`config.mk`:
```
export PLATFORM = sky130hd
export DESIGN_NAME = qpn_tx_scheduler
export DESIGN_NICKNAME = d
export VERILOG_FILES = /design/src/rtl/qpn_sched_pkg.sv /design/src/rtl/rr_arbiter.sv /design/src/rtl/qpn_tx_scheduler.sv
export SDC_FILE = /design/constraint.sdc
export NUM_CORES = 1
export LEC_CHECK = 0
export ABC_AREA = 1
export BUFFER_PORTS_ARGS = -buffer_cell sky130_fd_sc_hd__buf_2
export CORE_ASPECT_RATIO = 1.25
export CORE_UTILIZATION = 68
export DETAILED_ROUTE_END_ITERATION = 12
export PLACE_DENSITY = 0.88
export SYNTH_ARGS = -nofsm -noshare
export SYNTH_HDL_FRONTEND = slang
export SYNTH_SLANG_ARGS = --single-unit
```
`constraint.sdc`:
```
create_clock -name clk -period 17.2 [get_ports clk]
set_clock_uncertainty 0.05 [all_clocks]
set_input_delay 4.3 -clock clk [delete_from_list [all_inputs] [get_ports clk]]
set_output_delay 4.3 -clock clk [all_outputs]
set_load 0.1 [all_outputs]
```
`src/rtl/qpn_sched_pkg.sv`:
```
// Shared definitions for the RoCE per-QP transmit scheduler.
// QP index i maps to QPn QP_BASE+i, matching the IMC mapping IMC_0->2, IMC_1->3, IMC_2->4.
package qpn_sched_pkg;
    localparam int NUM_QP_DEF  = 3;
    localparam int QP_BASE_DEF = 2;
    localparam int PSN_W_DEF   = 24;
    localparam int QPN_W       = 4;

    typedef enum logic {IDLE, ISSUE} sched_state_e;

    typedef struct packed {
        logic             vld;
        logic [QPN_W-1:0] idx;
    } qp_map_t;

    function automatic qp_map_t qpn_to_idx(input logic [QPN_W-1:0] qpn,
                                           input int base = QP_BASE_DEF,
                                           input int num  = NUM_QP_DEF);
        qp_map_t m;
        int      off;
        off   = int'(qpn) - base;
        m.vld = (off >= 0) && (off < num);
        m.idx = m.vld ? QPN_W'(off) : '0;
        return m;
    endfunction
endpackage

```
`src/rtl/rr_arbiter.sv`:
```
// Combinational round-robin arbiter: the first requester at or after ptr wins.
module rr_arbiter #(
    parameter int N     = 3,
    parameter int PTR_W = 2
) (
    input  logic [N-1:0]     req,
    input  logic [PTR_W-1:0] ptr,
    output logic [N-1:0]     gnt
);
    logic found;

    // k is the distance from ptr; requester i sits at distance k when ptr == (i-k) mod N
    always_comb begin
        gnt   = '0;
        found = 1'b0;
        for (int k = 0; k < N; k++) begin
            for (int i = 0; i < N; i++) begin
                if (!found && req[i] && (ptr == PTR_W'((i - k + N) % N))) begin
                    gnt[i] = 1'b1;
                    found  = 1'b1;
                end
            end
        end
    end
endmodule

```
`src/rtl/qpn_tx_scheduler.sv`:
```
// Per-QP RoCE transmit scheduler: round-robin grant onto the TX builder,
// PSN assignment and an outstanding-packet window closed by cumulative ACKs.
module qpn_tx_scheduler
    import qpn_sched_pkg::*;
#(
    parameter int NUM_QP          = NUM_QP_DEF,
    parameter int QP_BASE         = QP_BASE_DEF,
    parameter int MAX_OUTSTANDING = 8,
    parameter int PSN_W           = PSN_W_DEF
) (
    input  logic                 clk,
    input  logic                 rst,
    input  logic [NUM_QP-1:0]    req_valid,
    input  logic [NUM_QP*16-1:0] req_len,
    output logic [NUM_QP-1:0]    req_ready,
    output logic                 tx_valid,
    input  logic                 tx_ready,
    output logic [3:0]           tx_qpn,
    output logic [PSN_W-1:0]     tx_psn,
    output logic [15:0]          tx_len,
    input  logic                 ack_valid,
    input  logic [3:0]           ack_qpn,
    input  logic [PSN_W-1:0]     ack_psn,
    output logic                 ack_drop,
    input  logic                 cfg_load,
    input  logic [3:0]           cfg_qpn,
    input  logic [PSN_W-1:0]     cfg_psn,
    output logic [NUM_QP-1:0]    qp_stall
);
    localparam int               IDX_W   = (NUM_QP > 1) ? $clog2(NUM_QP) : 1;
    localparam logic [PSN_W-1:0] MAX_OUT = PSN_W'(MAX_OUTSTANDING);

    sched_state_e                 state_q, state_d;
    logic [IDX_W-1:0]             rr_ptr_q, rr_ptr_d, gnt_idx_q, gnt_idx_d;
    logic [NUM_QP-1:0][PSN_W-1:0] next_psn_q, next_psn_d, una_q, una_d, outstanding;
    logic [NUM_QP-1:0]            eligible, gnt, ack_hit, cfg_hit;
    logic [NUM_QP-1:0]            req_ready_q, req_ready_d, qp_stall_q, qp_stall_d;
    logic                         tx_valid_q, tx_valid_d, ack_drop_q, ack_drop_d;
    logic [3:0]                   tx_qpn_q, tx_qpn_d;
    logic [PSN_W-1:0]             tx_psn_q, tx_psn_d;
    logic [15:0]                  tx_len_q, tx_len_d;
    logic                         hs, ack_ok;
    qp_map_t                      ack_map, cfg_map;

    assign ack_map = qpn_to_idx(ack_qpn, QP_BASE, NUM_QP);
    assign cfg_map = qpn_to_idx(cfg_qpn, QP_BASE, NUM_QP);

    always_comb begin
        outstanding = '0;
        eligible    = '0;
        for (int i = 0; i < NUM_QP; i++) begin
            outstanding[i] = next_psn_q[i] - una_q[i];
            eligible[i]    = req_valid[i] && (outstanding[i] < MAX_OUT);
        end
    end

    rr_arbiter #(.N(NUM_QP), .PTR_W(IDX_W)) u_arb (
        .req (eligible),
        .ptr (rr_ptr_q),
        .gnt (gnt)
    );

    always_comb begin
        state_d     = state_q;
        rr_ptr_d    = rr_ptr_q;
        gnt_idx_d   = gnt_idx_q;
        tx_valid_d  = tx_valid_q;
        tx_qpn_d    = tx_qpn_q;
        tx_psn_d    = tx_psn_q;
        tx_len_d    = tx_len_q;
        req_ready_d = '0;
        next_psn_d  = next_psn_q;
        una_d       = una_q;
        ack_hit     = '0;
        cfg_hit     = '0;
        qp_stall_d  = '0;
        ack_ok      = 1'b0;
        hs          = tx_valid_q && tx_ready;

        case (state_q)
            IDLE: begin
                if (|eligible) begin
                    state_d     = ISSUE;
                    tx_valid_d  = 1'b1;
                    req_ready_d = gnt;
                    for (int i = 0; i < NUM_QP; i++) begin
                        if (gnt[i]) begin
                            gnt_idx_d = IDX_W'(i);
                            tx_qpn_d  = 4'(QP_BASE + i);
                            tx_psn_d  = next_psn_q[i];
                            tx_len_d  = req_len[16*i +: 16];
                        end
                    end
                end
            end
            ISSUE: begin
                if (hs) begin
                    state_d    = IDLE;
                    tx_valid_d = 1'b0;
                    rr_ptr_d   = (gnt_idx_q == IDX_W'(NUM_QP - 1)) ? '0 : gnt_idx_q + 1'b1;
                end
            end
            default: state_d = IDLE;
        endcase

        // A start-PSN load overrides both the ACK and the handshake increment on its QP
        for (int i = 0; i < NUM_QP; i++) begin
            ack_hit[i] = ack_valid && ack_map.vld && (ack_map.idx == 4'(i)) &&
                         ((ack_psn - una_q[i]) < outstanding[i]);
            cfg_hit[i] = cfg_load && cfg_map.vld && (cfg_map.idx == 4'(i));
            ack_ok     = ack_ok | ack_hit[i];
            if (cfg_hit[i]) begin
                next_psn_d[i] = cfg_psn;
                una_d[i]      = cfg_psn;
            end else begin
                if (hs && (gnt_idx_q == IDX_W'(i)))
                    next_psn_d[i] = next_psn_q[i] + 1'b1;
                if (ack_hit[i])
                    una_d[i] = ack_psn + 1'b1;
            end
            qp_stall_d[i] = (next_psn_d[i] - una_d[i]) == MAX_OUT;
        end
        ack_drop_d = ack_valid && !ack_ok;
    end

    always_ff @(posedge clk) begin
        if (rst) begin
            state_q     <= IDLE;
            rr_ptr_q    <= '0;
            gnt_idx_q   <= '0;
            tx_valid_q  <= 1'b0;
            tx_qpn_q    <= '0;
            tx_psn_q    <= '0;
            tx_len_q    <= '0;
            req_ready_q <= '0;
            ack_drop_q  <= 1'b0;
            qp_stall_q  <= '0;
            next_psn_q  <= '0;
            una_q       <= '0;
        end else begin
            state_q     <= state_d;
            rr_ptr_q    <= rr_ptr_d;
            gnt_idx_q   <= gnt_idx_d;
            tx_valid_q  <= tx_valid_d;
            tx_qpn_q    <= tx_qpn_d;
            tx_psn_q    <= tx_psn_d;
            tx_len_q    <= tx_len_d;
            req_ready_q <= req_ready_d;
            ack_drop_q  <= ack_drop_d;
            qp_stall_q  <= qp_stall_d;
            next_psn_q  <= next_psn_d;
            una_q       <= una_d;
        end
    end

    assign req_ready = req_ready_q;
    assign tx_valid  = tx_valid_q;
    assign tx_qpn    = tx_qpn_q;
    assign tx_psn    = tx_psn_q;
    assign tx_len    = tx_len_q;
    assign ack_drop  = ack_drop_q;
    assign qp_stall  = qp_stall_q;
endmodule

```
Yosys cells after proc, flatten, opt, wreduce, memory -nomap -nowiden
Index checks and enable logic that the tools add are counted.
W data, S select, Z words.

operators by class
  add/subtract/negate cells = 16
  $lt $le $gt $ge = 10
  equal/unequal tests = 13
  multiplexer cells = 49
  bitwise logic cells = 4
  reductions and logical operators = 57

operators by type and width
  cell                     count
  $mux W24                 15
  $sub A24 B24 Y24         9
  $add A24 B1 Y24 const B  4
  $eq A24 B4 Y1 const B    3
  $lt A24 B24 Y1           3
  $lt A24 B4 Y1 const B    3
  $mux W16                 3
  $logic_and A1 B1 Y1      38
  $mux W1                  20
  $mux W4                  5
  $ge A5 B1 Y1 const B     2
  $lt A5 B3 Y1 const B     2
  $sub A4 B2 Y5 const B    2
  $logic_not A1 Y1         9
  $eq A4 B1 Y1 const B     2
  $eq A4 B2 Y1 const B     2
  $logic_not A4 Y1         2
  $mux W2                  4
  $reduce_or A3 Y1         2
  $eq A2 B1 Y1 const B     2
  $eq A2 B2 Y1 const B     2
  $logic_not A2 Y1         2
  $pmux W1 S2              2
  $reduce_and A2 Y1        2
  other kinds (7)          9

storage, ports and cells
  bits in registers = 201
  bits of input ports = 112
  output and inout port bits = 52
  word-level logic and storage cells = 165

Longest topological paths before layout
  depth in word-level cells = 39
  mapped depth = 55
  gate-level depth less buffers = 55

Modules after synthesis
A second synthesis with hierarchy kept.

second synthesis, totals
  cell total of the unflattened synthesis = 4,343
  area, all modules = 25,341.8 um^2

by module, submodules not included
  module            times used  cells each  area an instance (um^2)  seq. area each (um^2)
  qpn_tx_scheduler  1           4,315       25,197.9                 3,963.8
  rr_arbiter        1           28          143.9                    0.0

Least setup slack after synthesis
Ideal clock, no wire load.

  path type = input to register
  from = input ack_psn[0]
  to = register qp_stall_q[2], in the netlist qp_stall[2]
  library setup time = 0.111 ns
  arrival time = 10.427 ns
  required time = 17.039 ns
  slack = 6.612 ns
  cell stages on the path = 49
  path buffers = 1
  cell sequence = inv_1 ha_1 inv_1 fa_1 a21oi_1 o21bai_1 nand2_1 o311ai_0 a21boi_1 o21ai_0 a21boi_1 o21ai_0 a21boi_1 o21ai_0 nand2_1 nand2_1 xor2_1 inv_1 [... 13 more ...] ha_1 inv_1 o21bai_1 a21oi_1 o21ai_0 nand2_1 nand2_1 a21oi_1 o21ai_0 nand3_1 nand2_1 a21o_1 nand2_1 nand2_1 xor2_1 nor2_1 nand4_1 nor2_1

between the ends
  word-level cells in the longest chain between the ends = 7
  elaborated cells on any way between the ends = 8
  classes of those cells = 3 x add/sub; 1 x order compare; 1 x eq/ne; 2 x mux; 1 x reduce/logical

ends and longest elaborated chain
  element               line                     text
  from (decl)           qpn_tx_scheduler.sv:23   input logic [PSN_W-1:0] ack_psn,
  $sub A24 B24 Y24      qpn_tx_scheduler.sv:109  ((ack_psn - una_q[i]) < outstanding[i]);
  $lt A24 B24 Y1        qpn_tx_scheduler.sv:109
  $logic_and A1 B1 Y1   qpn_tx_scheduler.sv:108  ack_hit[i] = ack_valid && ack_map.vld && (ack_map.idx == 4'(i)) &&
  $mux W24 *            qpn_tx_scheduler.sv:118  if (ack_hit[i])
  $mux W24 *            qpn_tx_scheduler.sv:112  if (cfg_hit[i]) begin
  $sub A24 B24 Y24 *    qpn_tx_scheduler.sv:121  qp_stall_d[i] = (next_psn_d[i] - una_d[i]) == MAX_OUT;
  $eq A24 B4 Y1 *       qpn_tx_scheduler.sv:121
  to (signal assigned)  qpn_tx_scheduler.sv:150  qp_stall_q <= qp_stall_d;
  to (decl)             qpn_tx_scheduler.sv:37   logic [NUM_QP-1:0] req_ready_q, req_ready_d, qp_stall_q, qp_stall_d;

Every way passes the cells marked *; elsewhere a longest branch is shown, timed or not.
A chain may end at the register's enable or synchronous reset.

Worst setup path after layout
  from = input ack_psn[0]
  to = register qp_stall_q[0], in the netlist qp_stall[0]

The elaborated chain is that of the path after synthesis.

==> flow_summary.yaml <==
global_routing:
  globalRouteTotalUtil_pct: 51.3
  grt_antenna_before_repair: 2
  maximum_number_of_pins_on_one_net_before_global_route_repair: 87
  grt_pass1_vias: 25848
  grt_first_pass_wirelength_mm: 140
  globalRouteOverflowTotal: 0
cts:
  clock_tree_from_tritoncts: "yes"
  root_buffer: "clkbuf_16"
  cts_setup_buffers: 0
  cts_sinks: 198
  hold_buffers: 0
  cts_resized: 0
  clk_transition_reported_paths_ps: 80
  clkLatencyLatePin_ps: 480
  cts_buffers: 17
  clock_path_buffers: 2
  cts_max_level: 4
synth:
  nets_in_the_synthesized_netlist: 4432
  yosysWarningCount: 0
  post_synth_instance_area_um2: 24100
  syn_area_per_cell_um2: 5.98
  yosysUniqueCellTypes: 60
  ys_dominant_reg_cell: "dfxtp_1"
  synth_seq_cells: 198
  postSynth.asyncResetShare_pct: 0
  synth-edff-count: 0
  synth_seq_area_share_pct: 16.5
  syn_inst: 4030
placed_design:
  detailedPlace.worstSlack_ps: 5120
  detailedPlacementHpwl_mm: 73.2
  place.gp.congestion: 1.17
  place.port_buffers: 162
setup_path:
  critPathArrivalTime_ps: 12290
  rr_startpoint: "una_q[54]"
  timing.setup.critical_path_class: "in -> reg"
  worstSetupStartpointType: "primary input"
  worst_r2r_path_depth: 45
  worstSetupEndpoint: "qp_stall[0]"
  worst-r2r-setup-slack_ps: 9220
  startpoint: "ack_psn[0]"
  critical_path.reg2reg.endpoint: "qp_stall[2]"
  critical_path.endpoint_type: "flip-flop"
  cp.required_ps: 17570
  timing.critical_path.slowest_stage_cell: "inv_2"
  timing.critical_path.fanout_max: 30
  critical_path.max_stage_delay_ps: 530
die:
  vert_die_dim_um: 212
  die_width_um: 170
  io_pins: 164
  fp.dieArea_um2: 36200
  floorplan.core_area_um2: 34700
  fp-row-count: 76
  effective_utilization_at_floorplan_pct: 69.4
timing:
  setup_viol_count_final: 0
  rsz0062_at_grt: "no"
  timing_max_transition_violations_final: 0
  maxClockFrequency_mhz: 83.9
  post-route-worst-setup-slack_ps: 5280
  timing.max_slew.rel_slack_pct: 6.81
  max_slew.worst_pin.slew_ps: 1390
  setup_tns_ps: 0
  min_clock_period_post_route_ps: 11920
  hold_viol: 0
  final.period_utilization_pct: 69.3
route:
  drc: 0
  detail_route.wirelength_mm: 92.9
  avgViaCountPerCell: 6.09
  detail_route.iter0.violations: 3323
  routed-via-count: 28168
  wire_per_inst_um: 20.1
  antenna_left: 0
  drtPass1Iterations: 6
pwr:
  pwr_density_cell_nw_per_um2: 102
  leakagePower_nw: 13.5
  worst_case_vdd_ir_drop_uv: 136
  post-layout-total-power_mw: 2.63
hold_path:
  worst_hold_path_type: "reg -> reg"
run_status:
  status: "finished clean"
job:
  maxCapViolations: 0
layout:
  drive_above_1_share_pct: 7.85
  layout-area-overhead-vs-synth_pct: 7.19
  finish.net_count: 4544
  postLayoutCoreUtil_pct: 74.4
## cell families after synthesis
group           Yosys count  share of synthesized area [%]
compound gates          666                           15.3
other cells               1                         0.0156
flops                   198                           16.5
xor+xnor                166                           6.11
buf+inv                 686                           11.1
simple gates           2023                           35.7
fa+ha+maj               290                           15.3
## through the flow
step / hold WS, ps / std cells / area, µm²
floorplan: 422 / 4030 / 24100
finish: 487 / 4624 / 25800
CTS: 493 / 4623 / 25800
global placement: 423 / 4591 / 25200
global route: 525 / 4623 / 25800
detailed placement: 476 / 4591 / 25200
## Yosys cell counts (57+ instances only)
| cell type | count | share of area (%) |
|---|---|---|
| nor3_1 | 62 | 1.3 |
| o21ai_0 | 174 | 3.6 |
| nand3_1 | 265 | 5.5 |
| xor2_1 | 108 | 3.9 |
| xnor2_1 | 57 | 2.1 |
| nand2_1 | 1131 | 18 |
| nor2_1 | 369 | 5.8 |
| a21oi_1 | 353 | 7.3 |
| dfxtp_1 | 198 | 16 |
| nand4_1 | 88 | 2.3 |
| ha_1 | 284 | 15 |
| inv_1 | 555 | 8.6 |
## worst min path at each step
stage | start | slack (ps) | endpoint | cells past startpoint
3_3_place_gp | tx_qpn[1] | 420 | tx_qpn[1] | 2
6_report | tx_qpn[1] | 490 | tx_qpn[1] | 2
4_1_cts | tx_psn[6] | 490 | tx_psn[6] | 4
5_1_grt | tx_qpn[1] | 530 | tx_qpn[1] | 2
2_1_floorplan | next_psn_q[54] | 420 | tx_psn[6] | 2
3_5_place_dp | tx_len[6] | 480 | tx_len[6] | 4
## layout make-up
class,count,area (µm²)
Multi-Input combinational cell,3146,17500
Fill cell,3145,8890
Sequential cell,198,3960
Inverter,601,2260
Timing Repair Buffer,178,937
Tap cell,468,586
Clock buffer,18,439
Clock inverter,14,161
Antenna cell,1,2.50
## report_power, final
part | internal (mW) | switching (mW)
Clock | 0.211 | 0.216
Sequential | 0.478 | 0.0169
Combinational | 0.561 | 1.14
Total | 1.25 | 1.38
## per-layer routing
metal | part of all wire (%) | wire, µm | GRT usage (%) | vias up
li1 | - | - | - | 13370
met1 | 35 | 32100 | 56.5 | 12492
met2 | 42 | 39100 | 78.1 | 1739
met3 | 13 | 12100 | 17.2 | 565
met4 | 10 | 9670 | 47.0 | 2
met5 | 0.018 | 17 | 0 | -
## sequential cells by signal, indices dropped and copies added, names as in the netlist
signal and flops:
tx_psn 24, tx_len 16, tx_qpn 2, state_q 1, next_psn_q 72, qp_stall 3, req_ready 3, una_q 72
rr_ptr_q 2, gnt_idx_q 1, tx_valid 1, ack_drop 1
## critical path, delay by kind of cell
| family | cells | cell delay (ps) |
|---|---|---|
| adders and majority gates | 4 | 1080 |
| and+or+nand+nor | 25 | 3100 |
| buffers and inverters | 5 | 1220 |
| AOI/OAI and AO/OA | 11 | 2420 |
| xor gates and xnor gates | 1 | 160 |
## cell usage in the layout, fill, tap and decap left out, drive strengths merged, types with 18 or more instances in the layout
| master | count |
|---|---|
| clkbuf | 18 |
| nand3b | 27 |
| nand4 | 90 |
| a21oi | 369 |
| o21ai | 184 |
| xnor2 | 57 |
| inv | 606 |
| nand3 | 272 |
| nand2 | 1147 |
| xor2 | 109 |
| dfxtp | 198 |
| buf | 178 |
| a21o | 18 |
| o21bai | 27 |
| nor2 | 379 |
| nor3 | 65 |
| ha | 284 |
No activity file was read; power rests on OpenSTA's default activity.
